$ cat src/rtl/dl_pkg.sv
// rtl/dl_pkg.sv - shared types and helpers for the dataflow deadlock monitor
//
// Purpose : FSM state encoding, matrix index helper and lowest-set-bit priority
//           function used by the monitor top and its closure step.
// Ports   : none (package).
package dl_pkg;

  localparam int MAX_PROC = 16;

  typedef enum logic [1:0] {
    IDLE   = 2'd0,
    CLOSE  = 2'd1,
    CHECK  = 2'd2,
    LOCKED = 2'd3
  } state_t;

  // Flat position of wait-for edge i->j in an n x n row-major matrix.
  function automatic int idx(input int i, input int j, input int n);
    return i * n + j;
  endfunction

  function automatic logic [3:0] lowest_set(input logic [MAX_PROC-1:0] v);
    logic [3:0] r;
    r = 4'd0;
    for (int i = MAX_PROC - 1; i >= 0; i--) begin
      if (v[i]) r = 4'(i);
    end
    return r;
  endfunction

endpackage

$ cat src/rtl/dataflow_deadlock_monitor_if.sv
// rtl/dataflow_deadlock_monitor_if.sv - observation/report bundle of the deadlock monitor
//
// Purpose : groups the monitor's control, observed graph and report signals.
// Ports   : enable, clear, proc_blocked[N_PROC], wait_for[N_PROC*N_PROC] (to monitor);
//           busy, dl_detect, dl_members[N_PROC], dl_origin[IDX_W],
//           dl_cycle[32] when DL_TIMESTAMP_EN is defined (from monitor).
interface dataflow_deadlock_monitor_if #(
  parameter int N_PROC = 3,
  parameter int IDX_W  = $clog2(N_PROC)
) ();

  logic                       enable;
  logic                       clear;
  logic [N_PROC-1:0]          proc_blocked;
  logic [N_PROC*N_PROC-1:0]   wait_for;
  logic                       busy;
  logic                       dl_detect;
  logic [N_PROC-1:0]          dl_members;
  logic [IDX_W-1:0]           dl_origin;
`ifdef DL_TIMESTAMP_EN
  logic [31:0]                dl_cycle;
`endif

  modport master (
    output enable, clear, proc_blocked, wait_for,
`ifdef DL_TIMESTAMP_EN
    input  dl_cycle,
`endif
    input  busy, dl_detect, dl_members, dl_origin
  );

  modport slave (
    input  enable, clear, proc_blocked, wait_for,
`ifdef DL_TIMESTAMP_EN
    output dl_cycle,
`endif
    output busy, dl_detect, dl_members, dl_origin
  );

endinterface

$ cat src/rtl/dl_closure_step.sv
// rtl/dl_closure_step.sv - one transitive-closure step: reach | (reach x adj)
//
// Purpose : combinational boolean matrix product (OR of ANDs) merged with the
//           current reachability, extending known paths by one edge.
// Ports   : i_reach[N*N], i_adj[N*N] in; o_reach[N*N] out.
module dl_closure_step
  import dl_pkg::*;
#(
  parameter int N_PROC = 3
) (
  input  logic [N_PROC*N_PROC-1:0] i_reach,
  input  logic [N_PROC*N_PROC-1:0] i_adj,
  output logic [N_PROC*N_PROC-1:0] o_reach
);

  always_comb begin
    o_reach = i_reach;
    for (int i = 0; i < N_PROC; i++) begin
      for (int j = 0; j < N_PROC; j++) begin
        for (int k = 0; k < N_PROC; k++) begin
          if (i_reach[idx(i, k, N_PROC)] && i_adj[idx(k, j, N_PROC)]) begin
            o_reach[idx(i, j, N_PROC)] = 1'b1;
          end
        end
      end
    end
  end

endmodule

$ cat src/rtl/dataflow_deadlock_monitor.sv
// rtl/dataflow_deadlock_monitor.sv - N-process wait-for-graph deadlock monitor
//
// Purpose : waits for the blocked-masked wait-for matrix to stay unchanged for
//           STABLE_CYCLES, computes its transitive closure over N_PROC-1 steps
//           and reports any cycle (self-loops included) as a sticky result.
// Ports   : clock (rising edge), reset (async, active-low),
//           bus (slave modport of dataflow_deadlock_monitor_if).
// Config  : DL_TIMESTAMP_EN adds a free-running cycle counter latched into
//           bus.dl_cycle on detection.
module dataflow_deadlock_monitor
  import dl_pkg::*;
#(
  parameter int N_PROC        = 3,
  parameter int STABLE_CYCLES = 16,
  parameter int IDX_W         = $clog2(N_PROC),
  parameter int CNT_W         = $clog2(STABLE_CYCLES + 1)
) (
  input logic                         clock,
  input logic                         reset,
  dataflow_deadlock_monitor_if.slave  bus
);

  localparam int M_W    = N_PROC * N_PROC;
  localparam int STEP_W = $clog2(N_PROC);

  state_t              r_state;
  state_t              w_next;
  logic [M_W-1:0]      w_m;
  logic [M_W-1:0]      r_prev_m;
  logic [M_W-1:0]      r_adj;
  logic [M_W-1:0]      r_reach;
  logic [M_W-1:0]      w_reach_next;
  logic [CNT_W-1:0]    r_stab_cnt;
  logic [STEP_W-1:0]   r_step;
  logic [N_PROC-1:0]   w_diag;
  logic                w_busy;
  logic                w_stable_hit;
  logic                w_step_done;
  logic                w_abort;
  logic                r_dl_detect;
  logic [N_PROC-1:0]   r_dl_members;
  logic [IDX_W-1:0]    r_dl_origin;

  // Only edges out of currently blocked processes matter.
  always_comb begin
    w_m = '0;
    for (int i = 0; i < N_PROC; i++) begin
      for (int j = 0; j < N_PROC; j++) begin
        w_m[idx(i, j, N_PROC)] = bus.wait_for[idx(i, j, N_PROC)] & bus.proc_blocked[i];
      end
    end
  end

  always_comb begin
    w_diag = '0;
    for (int i = 0; i < N_PROC; i++) begin
      w_diag[i] = r_reach[idx(i, i, N_PROC)];
    end
  end

  dl_closure_step #(.N_PROC(N_PROC)) u_step (
    .i_reach (r_reach),
    .i_adj   (r_adj),
    .o_reach (w_reach_next)
  );

  assign w_stable_hit = (r_stab_cnt == CNT_W'(STABLE_CYCLES - 1)) && (w_m != '0) && bus.enable;
  assign w_step_done  = (r_step == STEP_W'(N_PROC - 2));
  // Any change of the live graph while closing means some process made progress.
  assign w_abort      = (w_m != r_adj);

  always_ff @(posedge clock or negedge reset) begin
    if (!reset) r_state <= IDLE;
    else        r_state <= w_next;
  end

  always_comb begin
    w_next = r_state;
    if (!bus.enable) begin
      w_next = IDLE;
    end else begin
      unique case (r_state)
        IDLE:    if (w_stable_hit) w_next = CLOSE;
        CLOSE:   if (w_abort) w_next = IDLE;
                 else if (w_step_done) w_next = CHECK;
        CHECK:   if (bus.clear) w_next = IDLE;
                 else if (w_diag != '0) w_next = LOCKED;
                 else w_next = IDLE;
        LOCKED:  if (bus.clear) w_next = IDLE;
        default: w_next = IDLE;
      endcase
    end
  end

  always_comb begin
    w_busy = (r_state == CLOSE) || (r_state == CHECK);
  end

  always_ff @(posedge clock or negedge reset) begin
    if (!reset) begin
      r_prev_m   <= '0;
      r_stab_cnt <= '0;
    end else begin
      r_prev_m <= w_m;
      if (!bus.enable || (r_state == CLOSE && w_abort) || (r_state == CHECK) ||
          (w_m != r_prev_m) || (w_m == '0)) begin
        r_stab_cnt <= '0;
      end else if (r_stab_cnt != CNT_W'(STABLE_CYCLES - 1)) begin
        r_stab_cnt <= r_stab_cnt + CNT_W'(1);
      end
    end
  end

  always_ff @(posedge clock or negedge reset) begin
    if (!reset) begin
      r_adj   <= '0;
      r_reach <= '0;
      r_step  <= '0;
    end else if (r_state == IDLE && w_next == CLOSE) begin
      r_adj   <= w_m;
      r_reach <= w_m;
      r_step  <= '0;
    end else if (r_state == CLOSE) begin
      r_reach <= w_reach_next;
      r_step  <= r_step + STEP_W'(1);
    end
  end

  always_ff @(posedge clock or negedge reset) begin
    if (!reset) begin
      r_dl_detect  <= 1'b0;
      r_dl_members <= '0;
      r_dl_origin  <= '0;
    end else if (bus.clear) begin
      r_dl_detect  <= 1'b0;
      r_dl_members <= '0;
      r_dl_origin  <= '0;
    end else if (r_state == CHECK && w_next == LOCKED) begin
      r_dl_detect  <= 1'b1;
      r_dl_members <= w_diag;
      r_dl_origin  <= IDX_W'(lowest_set(MAX_PROC'(w_diag)));
    end
  end

`ifdef DL_TIMESTAMP_EN
  logic [31:0] r_cyc_cnt;
  logic [31:0] r_dl_cycle;

  // Stamp is the number of edges since reset release, detection edge included.
  always_ff @(posedge clock or negedge reset) begin
    if (!reset) begin
      r_cyc_cnt  <= '0;
      r_dl_cycle <= '0;
    end else begin
      r_cyc_cnt <= r_cyc_cnt + 32'd1;
      if (bus.clear) r_dl_cycle <= '0;
      else if (r_state == CHECK && w_next == LOCKED) r_dl_cycle <= r_cyc_cnt + 32'd1;
    end
  end

  assign bus.dl_cycle = r_dl_cycle;
`endif

  assign bus.busy       = w_busy;
  assign bus.dl_detect  = r_dl_detect;
  assign bus.dl_members = r_dl_members;
  assign bus.dl_origin  = r_dl_origin;

endmodule
$ cat src/flat_wrapper.sv
// flat-port wrapper written by rule: the top's interface ports become plain ports
module dataflow_deadlock_monitor_flat import dl_pkg::*;
#(
  parameter int N_PROC        = 3,
  parameter int STABLE_CYCLES = 16,
  parameter int IDX_W         = $clog2(N_PROC),
  parameter int CNT_W         = $clog2(STABLE_CYCLES + 1)
)
  (clock, reset, bus_enable, bus_clear, bus_proc_blocked, bus_wait_for, bus_busy, bus_dl_detect, bus_dl_members, bus_dl_origin);
  dataflow_deadlock_monitor_if #(.N_PROC(N_PROC), .IDX_W(IDX_W)) bus_i ();
  input logic clock;
  input logic reset;
  input wire logic [$bits(bus_i.enable)-1:0] bus_enable;
  input wire logic [$bits(bus_i.clear)-1:0] bus_clear;
  input wire logic [$bits(bus_i.proc_blocked)-1:0] bus_proc_blocked;
  input wire logic [$bits(bus_i.wait_for)-1:0] bus_wait_for;
  output wire logic [$bits(bus_i.busy)-1:0] bus_busy;
  output wire logic [$bits(bus_i.dl_detect)-1:0] bus_dl_detect;
  output wire logic [$bits(bus_i.dl_members)-1:0] bus_dl_members;
  output wire logic [$bits(bus_i.dl_origin)-1:0] bus_dl_origin;
  assign bus_i.enable = bus_enable;
  assign bus_i.clear = bus_clear;
  assign bus_i.proc_blocked = bus_proc_blocked;
  assign bus_i.wait_for = bus_wait_for;
  assign bus_busy = bus_i.busy;
  assign bus_dl_detect = bus_i.dl_detect;
  assign bus_dl_members = bus_i.dl_members;
  assign bus_dl_origin = bus_i.dl_origin;
  dataflow_deadlock_monitor #(.N_PROC(N_PROC), .STABLE_CYCLES(STABLE_CYCLES), .IDX_W(IDX_W), .CNT_W(CNT_W)) u_core (.clock(clock), .reset(reset), .bus(bus_i));
endmodule
$ cat config.mk
export PLATFORM = sky130hd
export DESIGN_NAME = dataflow_deadlock_monitor_flat
export DESIGN_NICKNAME = d
export VERILOG_FILES = /design/src/rtl/dl_pkg.sv /design/src/rtl/dataflow_deadlock_monitor_if.sv /design/src/rtl/dl_closure_step.sv /design/src/rtl/dataflow_deadlock_monitor.sv /design/src/flat_wrapper.sv
export SDC_FILE = /design/constraint.sdc
export NUM_CORES = 1
export LEC_CHECK = 0
export CAP_MARGIN = 10
export CORE_MARGIN = 5
export CORE_UTILIZATION = 41
export DETAILED_ROUTE_END_ITERATION = 8
export PLACE_DENSITY_LB_ADDON = 0.05
export SLEW_MARGIN = 30
export SYNTH_ARGS = -nofsm -noshare
export SYNTH_HDL_FRONTEND = slang
export SYNTH_SLANG_ARGS = --single-unit
$ cat constraint.sdc
create_clock -name clock -period 2.91 [get_ports clock]
set_input_delay 0.582 -clock clock [delete_from_list [all_inputs] [get_ports clock]]
set_output_delay 0.582 -clock clock [all_outputs]
set_load 0.05 [all_outputs]
---- Word-level counts from Yosys, hierarchy flattened ----
Cells that the tools add are included.
storage, ports and cells
  register bits after elaboration ......... 42
  bits of input ports ..................... 16
  output and inout port bits .............. 7
cells by class
  bitwise operators ....................... 9
  equal/unequal tests ..................... 10
  reductions and logical operators ........ 63
  $add $sub $neg .......................... 2
  mux-type cells .......................... 50
operator list
  cell                   number
  $reduce_bool A4 Y1     9
  $logic_and A1 B1 Y1    32
  $mux W1                29
  $mux W2                14
  $mux W9                2
  $ne A9 B9 Y1           2
  $reduce_and A2 Y1      9
  $mux W5                2
  $and A1 B1 Y1          9
  $logic_not A9 Y1       1
  $reduce_bool A9 Y1     1
  $pmux W2 S4            1
  $eq A2 B1 Y1 const B   3
  $eq A2 B2 Y1 const B   3
  $mux W3                2
  $reduce_bool A2 Y1     3
  $add A5 B1 Y5 const B  1
  $eq A5 B4 Y1 const B   1
  $logic_or A1 B1 Y1     5
  $ne A5 B4 Y1 const B   1
  $reduce_bool A3 Y1     1
  $add A2 B1 Y2 const B  1
  $logic_not A2 Y1       1
  $logic_not A1 Y1       1

---- Logic depth before layout (Yosys ltp) ----
Gate-level depths: netlist (run 1).
  depth in word-level cells ............... 11
  gate-level depth with buffers ........... 11
  depth with buffers taken out ............ 9

---- Hierarchy ----
Synthesis (run 1) repeated with hierarchy kept, for this count alone.
second synthesis, totals
  cell total of the unflattened synthesis .. 235
  area, all modules ....................... 2333.5 um2
by module, submodules not included
  module                     area an instance (um2)  seq. area each (um2)  times used  cells each
  dataflow_deadlock_monitor  2243.4                  1051.0                1           226
  dl_closure_step            90.1                    0.0                   1           9

---- Least setup slack after synthesis (run 1) ----
No wires, ideal clock.
  kind .................................... register to register
  from .................................... register u_core.r_stab_cnt[0]
  to ...................................... register u_core.r_adj[0]
  slack ................................... 0.488 ns
  arrival ................................. 2.297 ns
  buffers on the path ..................... 2
  cell stages (with the launch flop) ...... 11
  clock period less this slack ............ 2.422 ns
  cell sequence ........................... dfrtp_1 ha_1 and3_1 ha_1 clkbuf_1 nand2b_1 a41o_1 a31o_4 nor3b_4 buf_12 mux2_4
between the ends
  cells in the longest elaborated chain, start to end .. 8
ends and longest elaborated chain
  element                           RTL line                          RTL
  from (decl)                       dataflow_deadlock_monitor.sv:33   logic [CNT_W-1:0] r_stab_cnt;
  from (signal assigned)            dataflow_deadlock_monitor.sv:109  r_stab_cnt <= r_stab_cnt + CNT_W'(1);
  $eq A5 B4 Y1                      dataflow_deadlock_monitor.sv:67   assign w_stable_hit = (r_stab_cnt == CNT_W'(STABLE_CYCLES - 1)) && (w_m != '0) && bus.enable;
  $logic_and A1 B1 Y1 (2 in a row)  dataflow_deadlock_monitor.sv:67
  $mux W2                           dataflow_deadlock_monitor.sv:83   IDLE: if (w_stable_hit) w_next = CLOSE;
  $pmux W2 S4                       dataflow_deadlock_monitor.sv:82   unique case (r_state)
  $mux W2                           dataflow_deadlock_monitor.sv:79   if (!bus.enable) begin
  named net u_core.w_next[0]        dataflow_deadlock_monitor.sv:27   state_t w_next;
  $eq A2 B1 Y1                      dataflow_deadlock_monitor.sv:119  end else if (r_state == IDLE && w_next == CLOSE) begin
  $logic_and A1 B1 Y1               dataflow_deadlock_monitor.sv:119
  to (signal assigned)              dataflow_deadlock_monitor.sv:120  r_adj <= w_m;
  to (decl)                         dataflow_deadlock_monitor.sv:30   logic [M_W-1:0] r_adj;
The timed path passes the listed nets, and every way through them passes these cells.
A chain may end at the register's enable or synchronous reset.

---- Worst setup path after layout (run 1) ----
  from .................................... input bus_wait_for[3]
  to ...................................... register u_core.r_reach[3]
between the ends
  cells in the longest elaborated chain, start to end .. 11
ends and longest elaborated chain
  element                                                             RTL line                          RTL
  from (decl)                                                         flat_wrapper.sv:16                input wire logic [$bits(bus_i.wait_for)-1:0] bus_wait_for;
  $and A1 B1 Y1 (*)                                                   dataflow_deadlock_monitor.sv:49   w_m[idx(i, j, N_PROC)] = bus.wait_for[idx(i, j, N_PROC)] & bus.proc_blocked[i];
  $reduce_bool A9 Y1                                                  dataflow_deadlock_monitor.sv:67
  $logic_and A1 B1 Y1 (2 in a row)                                    dataflow_deadlock_monitor.sv:67
  $mux W2                                                             dataflow_deadlock_monitor.sv:83
  $pmux W2 S4 (*)                                                     dataflow_deadlock_monitor.sv:82
  $mux W2 (*)                                                         dataflow_deadlock_monitor.sv:79
  named net u_core.w_next[0]                                          dataflow_deadlock_monitor.sv:27
  $eq A2 B1 Y1 (*)                                                    dataflow_deadlock_monitor.sv:119
  $logic_and A1 B1 Y1 (*)                                             dataflow_deadlock_monitor.sv:119
  $reduce_bool A4 Y1 (no line) or $reduce_bool A2 Y1 (tied branches)  --
  $reduce_and A2 Y1 (no line)                                         --
  to (signal assigned)                                                dataflow_deadlock_monitor.sv:121  r_reach <= w_m;
  to (signal assigned)                                                dataflow_deadlock_monitor.sv:124  r_reach <= w_reach_next;
  to (decl)                                                           dataflow_deadlock_monitor.sv:31   logic [M_W-1:0] r_reach;
Mark *: on every way through the listed nets, which the timed path passes. The rest lies on a longest branch.

==> results of run 1 <==
==> through the flow <==
stage          cell area, um2  hold WS [ns]  utilization  cells
2_1_floorplan            2420         0.286            -    235
4_1_cts                  3050         0.465        0.524    364
6_report                 3060         0.273        0.526    364
5_1_grt                  3060         0.315        0.526    364
3_3_place_gp             2940         0.493        0.505    356
3_5_place_dp             2940         0.506        0.505    356
==> synth_stat cells, drive strengths merged <==
cell and count:
dfrtp 42, inv 17, nand2 17, a21oi 14, nor2 14, xnor2 11
a211oi 10, a22o 9, mux2 9, nand3 8, o21ai 8, buf 7
ha 7, o31ai 6, a31o 4, a22oi 3, and3 3, clkbuf 3
nand2b 3, nand4 3, nand4b 3, nor3 3, xor2 3, a2bb2oi 2
a41o 2, and2 2, and4 2, nand3b 2, nor2b 2, nor3b 2
o211ai 2, o21a 2, a311o 1, a31oi 1, a32oi 1, mux2i 1
nor4 1, nor4bb 1, o22a 1, o22ai 1, o41ai 1, or3 1
==> power groups by stage <==
stage	registers [uW]	logic, uW	clock network [uW]
detailed placement	606	125	0
floorplan	605	49.6	0
global placement	606	125	0
global route	595	139	494
finish	594	125	454
CTS	594	126	469
==> critical path: cells and delay by family <==
| family | cells | cell delay, ns |
|---|---|---|
| compound gates | 5 | 1.33 |
| buf+inv | 2 | 0.70 |
| simple gates | 2 | 0.36 |
==> sequential cells by signal, summed over array words and instances, names as in the netlist <==
register and cells:
u_core.bus.dl_detect 1, u_core.bus.dl_members 3, u_core.bus.dl_origin 2, u_core.r_adj 9
u_core.r_prev_m 9, u_core.r_reach 9, u_core.r_stab_cnt 5, u_core.r_state 2
u_core.r_step 2
==> final cells by class <==
type                            count  share of cell area
Multi-Input combinational cell    166               0.401
Sequential cell                    42               0.344
Timing Repair Buffer               56               0.168
Tap cell                           75              0.0307
Clock buffer                        6              0.0237
Inverter                           17              0.0209
Clock inverter                      2              0.0123
==> worst min path at each step <==
stage | start | to | slack (ns) | cells after the start
after global routing | reset | u_core.r_reach[4] | 0.31 | 1
after CTS | reset | u_core.r_stab_cnt[2] | 0.47 | 1
final | reset | u_core.r_stab_cnt[2] | 0.27 | 1
after global placement | u_core.r_stab_cnt[4] | u_core.r_stab_cnt[4] | 0.49 | 2
after detailed placement | u_core.bus.dl_detect | u_core.bus.dl_detect | 0.51 | 2
after floorplan | reset | u_core.bus.dl_detect | 0.29 | 0
==> logic make-up after synthesis <==
logic type               count (synthesis)  share of synthesized area
XOR/XNOR                                14                     0.0507
AND/OR/NAND/NOR                         67                      0.154
flip-flops                              42                      0.435
adder cells (fa/ha/maj)                  7                     0.0362
buffers and inverters                   27                     0.0600
multiplexers                            10                     0.0600
AO/OA/AOI/OAI                           68                      0.204
==> metal layers <==
metal | vias to the layer above | global-route usage | wire (um)
li1 | 962 | - | -
met1 | 929 | 0.242 | 2750
met2 | 40 | 0.244 | 2610
met3 | 4 | 0.0304 | 285
met4 | 0 | 0.0524 | 54
met5 | - | 0 | 0
==> parameters.txt, run 1 <==
Parameter                              Value

Route
  Antenna viol nets, final    0
  Remaining DRCs    0
  Detailed-routing iteration count for the pre-antenna-repair pass    6
  Routed wirelength normalized by instance count    approximately 16 um
  Initial DRC count    about 110
  Ratio of routed vias to standard cells    5.32
  Final Routed Wirelength    5.70 mm
  Detailed-route via count    1935

Global routing
  Via count of the first global-routing pass    1898
  Number of antenna violations at the first check in global routing    0
  Largest net degree at the start of global routing    43
  Gr ovfl total    0
  First-pass GRT wire length    9.71 mm
  GRT Overall Usage    0.165

Clock tree
  Clock input transition at the sequential cells of the worst setup and hold paths    around 0.080 ns
  H-tree level count    2
  Setup Buffers After CTS    0
  Clock latency on the worst-skew pair    0.29 ns
  CTS tree    done
  CTS max path bufs    2
  Total clock buffers created by CTS    5
  CTS Root Buffer Type    clkbuf_8
  Post-CTS sizing    0
  Quantity of hold-fixing buffers added after cts    0
  Clock sink count    between 40 and 50

Floorplanning
  CORE AREA    0.00582 mm2
  I/O pin total    23
  Effective utilization at floorplan    0.416
  Die footprint    0.00753 mm2
  Die height    between 80 and 90 um
  Die width    86.8 um
  Placement Rows    28

Setup path
  Capturing point of the worst reg2reg path    u_core.r_reach[3]
  Worst path cell trace    clkdlybuf4s50_1 > o31ai_1 > nand4_1 > a41o_1 > a31o_4 > nor3b_4 > buf_12 > a211oi_1 > a21oi_1
  Register-to-register setup slack    around 0.46 ns
  Kind of start point of the critical path    primary input
  Data required time at the worst endpoint    3.08 ns
  Crit Reg-Reg Startpoint    u_core.r_stab_cnt[0]
  Maximum cell stage delay along the critical path    0.52 ns
  Data arrival time of the critical path    2.97 ns
  Cell with the largest stage delay on the worst path    clkdlybuf4s50_1
  Maximum fanout along the worst path    9
  Reg2Reg Depth    10
  Critical path launch point    bus_wait_for[3]
  Type of element capturing the critical path    flop
  Crit path capture    u_core.r_reach[3]
  Type of the worst setup path    in -> reg

Finish
  Commonest cells after routing, fill and taps aside    dfrtp_1, buf_4, clkdlybuf4s50_1, nand2_1, inv_1
  Fraction of layout cells with a size suffix above 1    0.218
  Storage element area    0.00105 mm2
  Synth-to-Final Area Change    26.6%
  Leading cell type in the layout, fill and taps excluded    dfrtp_1
  Total inserted antenna cells    0
  Count of nets after finishing    311
  Total of fill cells in the finished design    581
  Multi-input gate area in the final layout    0.00123 mm2

Pwr
  Switching Share    0.227
  Relative contribution of sequential cells to total power    0.506
  Clock power frac    0.387
  Reported net switching power    267 uW
  PD cells    383 mW/mm2
  P_leak    roughly 0.0014 uW
  Cell internal pwr    around 910 uW
  Power after layout    1170 uW
  Logic pwr share    0.107
  Largest voltage drop on the vdd net    around 0.00022 V

Synthesis
  Number of synthesized register bits    42
  Fraction of the yosys area taken by sequential cells    0.435
  Post-Synthesis Net Count    258
  Synth area leaders    dfrtp_1, mux2_4, xnor2_1
  Synthesized netlist cell count    approximately 240
  Area share of the largest cell type after synthesis    0.435
  Synth Area per Inst    10.3 um2
  Cell area after technology mapping    0.00242 mm2
  Cell taking the most area after synthesis    dfrtp_1
  Netlist cell types    54
  Yosys Warn Count    0

STA
  Final worst-path cycle share    0.961
  Fmax achieved    358 MHz
  Post-route setup TNS    0 ns
  Actual slew at the worst max-slew pin    0.547 ns
  Final Hold Viols    0
  Worst path setup slack after routing    0.113 ns
  Total count of max-transition violations in the final report    0
  RSZ-0062 raised after global routing    no
  Min Clock Period, post-route    2.80 ns
  Setup Viol. Count Final    0
  Clock skew    around 0.0048 ns
  Relative max-transition margin    0.635

Placed design
  HPWL after detailed placement    4.34 mm
  Routability-driven placement congestion ratio    between 0.8 and 0.9
  Pre-CTS setup slack    -0.207 ns
  Number of input and output port buffers inserted    22

Run status
  Result of the run    finished clean

Min path
  Tightest Hold Check Type    in -> async

Flow run
  Number of violations of the max-capacitance limit    0
(Power assumes the default switching activity.)
==> run 2: changes to the inputs <==
Settings changed: CORE_ASPECT_RATIO set to 0.8, GPL_ROUTABILITY_DRIVEN set to 0.
==> run 2 against run 1 <==
- final cell count grew 0.27%
- critical endpoint is now u_core.r_adj[6]
- die area grew 0.13%
- largest cell class unchanged
- critical path depth shrank 2
==> parameters.txt, run 2 (synthesis results as in run 1) <==
Parameter                              Value

Floorplanning
  CORE AREA    0.00582 mm2 (about the same)
  Die footprint    0.00754 mm2 (+0.13%)
  Die height    78.7 um (-9.3%)
  Effective utilization at floorplan    0.415 (about the same)
  Die width    95.8 um (+10%)
  I/O pin total    23 (unchanged)
  Placement Rows    25 (-11%)

Clock tree
  CTS max path bufs    2 (unchanged)
  CTS tree    done
  Total clock buffers created by CTS    5 (unchanged)
  Quantity of hold-fixing buffers added after cts    0 (unchanged)
  Setup Buffers After CTS    0 (unchanged)
  CTS Root Buffer Type    clkbuf_8
  H-tree level count    2 (unchanged)
  Clock input transition at the sequential cells of the worst setup and hold paths    0.08 ns (about the same)
  Clock sink count    42 (unchanged)
  Clock latency on the worst-skew pair    0.29 ns (about the same)
  Post-CTS sizing    0 (unchanged)

Setup path
  Cell with the largest stage delay on the worst path    o31ai_1
  Type of element capturing the critical path    flop
  Type of the worst setup path    in -> reg
  Data arrival time of the critical path    2.88 ns (-0.09 ns)
  Maximum cell stage delay along the critical path    0.57 ns (+0.05 ns)
  Kind of start point of the critical path    primary input
  Data required time at the worst endpoint    3.09 ns (about the same)
  Maximum fanout along the worst path    11 (+2)
  Worst path cell trace    clkdlybuf4s50_1 > o21a_1 > o31ai_1 > a31o_4 > nor3b_4 > buf_12 > mux2_4

Finish
  Largest registers    u_core.r_adj: 9 flops, u_core.r_prev_m: 9 flops, u_core.r_reach: 9 flops
  Final Cell Area    0.00299 mm2 (-2.3%)
  Fraction of layout cells with a size suffix above 1    0.201 (-0.0173)
  Core utilization of the finished layout    0.514 (-0.0123)
  Count of nets after finishing    306 (-1.6%)
  Synth-to-Final Area Change    23.7%
  Leading cell type in the layout, fill and taps excluded    dfrtp_1
  Total of fill cells in the finished design    560 (-3.6%)
  Commonest cells after routing, fill and taps aside    dfrtp_1, buf_4, clkdlybuf4s50_1, nand2_1, inv_1
  Total inserted antenna cells    0 (unchanged)
  Multi-input gate area in the final layout    0.00122 mm2 (-0.51%)
  Storage element area    0.00105 mm2 (unchanged)

Pwr
  Largest voltage drop on the vdd net    0.000204 V (-7.0%)
  Cell internal pwr    838 uW (-7.5%)
  Relative contribution of sequential cells to total power    0.536 (+0.030)
  PD cells    371 mW/mm2 (-3.3%)
  Switching Share    0.243 (+0.0158)
  Logic pwr share    0.109 (+0.002)
  Clock power frac    0.355 (-0.032)
  P_leak    0.00137 uW (-2.7%)
  Reported net switching power    269 uW (+1.0%)

Global routing
  Number of antenna violations at the first check in global routing    0 (unchanged)
  Gr ovfl total    0 (unchanged)
  Via count of the first global-routing pass    2015 (+6.2%)
  GRT Overall Usage    0.174 (+0.00976)
  Largest net degree at the start of global routing    43 (unchanged)
  First-pass GRT wire length    10.0 mm (+3.3%)

STA
  Min Clock Period, post-route    2.70 ns (-0.0985 ns)
  Final worst-path cycle share    0.927 (-0.0339)
  Total count of max-transition violations in the final report    0 (unchanged)
  Actual slew at the worst max-slew pin    0.687 ns (+0.139 ns)
  Worst hold margin    0.272 ns (-0.000794 ns)
  Worst path setup slack after routing    0.212 ns (+0.0985 ns)
  Relative max-transition margin    0.538 (-0.0964)
  RSZ-0062 raised after global routing    no
  Setup Viol. Count Final    0 (unchanged)
  Clock skew    0.00519 ns (+0.000424 ns)
  Fmax achieved    371 MHz (+3.7%)
  Final Hold Viols    0 (unchanged)

Route
  Detailed-route via count    1933 (-0.10%)
  Remaining DRCs    0 (unchanged)
  Initial DRC count    95 (-10%)
  Routed wirelength normalized by instance count    16.0 um (+2.2%)
  Antenna viol nets, final    0 (unchanged)
  Ratio of routed vias to standard cells    5.30 (-0.38%)
  Final Routed Wirelength    5.84 mm (+2.5%)
  Detailed-routing iteration count for the pre-antenna-repair pass    5 (-1)

Placed design
  Post-detailed-placement cell area    0.00290 mm2 (-1.4%)
  HPWL after detailed placement    4.34 mm (about the same)
  Pre-CTS setup slack    -0.0818 ns (+0.125 ns)
  Number of input and output port buffers inserted    22 (unchanged)

Min path
  Tightest Hold Check Type    in -> async

Run status
  Result of the run    finished clean

Flow run
  Number of violations of the max-capacitance limit    0 (unchanged)
## run 2: cell types whose count changed in the layout (fill, tap and decap cells not counted), sizes merged
| cell | delta |
|---|---|
| clkinvlp | -1 |
| buf | -5 |
| clkinv | +1 |
| clkbuf | +1 |
| clkdlybuf4s50 | +1 |
| bufinv | -1 |
| dlymetal6s2s | -1 |
## run 2: final timing paths
| check | start | endpoint | slack (ns) | cells after the start |
|---|---|---|---|---|
| max | bus_wait_for[7] | u_core.r_adj[6] | 0.21 | 7 |
| min | reset | u_core.r_prev_m[6] | 0.27 | 1 |
| max reg2reg | u_core.r_stab_cnt[0] | u_core.r_reach[3] | 0.49 | 10 |
| min reg2reg | u_core.bus.dl_detect | u_core.bus.dl_detect | 0.52 | 2 |
| max in group asynchronous | reset | u_core.r_reach[5] | 2.26 | 1 |
| min in group clock | u_core.bus.dl_detect | u_core.bus.dl_detect | 0.52 | 2 |
## run 2: critical path: cells and delay by family
kind                   cells  cell delay [ns]
AO/OA/AOI/OAI              3             1.01
buffers and inverters      2             0.65
multiplexers               1             0.30
AND/OR/NAND/NOR            1             0.34
## run 2: power groups by stage
stage               clock network [uW]  registers [uW]  logic [uW]
detailed placement                   0             606         122
floorplan                            0             605        49.6
finish                             393             594         120
global placement                     0             606         121
CTS                                406             594         122
global route                       434             595         134
## run 2: layout make-up
type,instances,area share
inverters,17,0.0213
clock buffers,7,0.0289
well taps,81,0.0339
clock inverters,1,0.00167
repair buffers,51,0.154
flip-flops and latches,42,0.352
multi-input cells,166,0.409
## run 2: layer usage
metal  vias up  part of all wire  wire [um]  global-route usage
met3         8             0.032        188              0.0345
met5         -                 0          0                   0
met4         0             0.010         61              0.0540
met2        30              0.44       2570               0.251
met1       937              0.52       3020               0.260
li1        958                 -          -                   -
## run 2: through the flow
stage / std cells / setup TNS, ns / total power [uW]
2_1_floorplan: 235 / 0 / 655
3_5_place_dp: 357 / -1.12 / 727
4_1_cts: 365 / 0 / 1120
3_3_place_gp: 357 / -0.910 / 726
5_1_grt: 365 / 0 / 1160
6_report: 365 / 0 / 1110
==> run 3: changes to the inputs <==
Settings changed: ABC_CLOCK_PERIOD_IN_PS set to 2910.
==> results of run 3 <==
No change in the layout: final DEF, timing and power equal those of run 2.
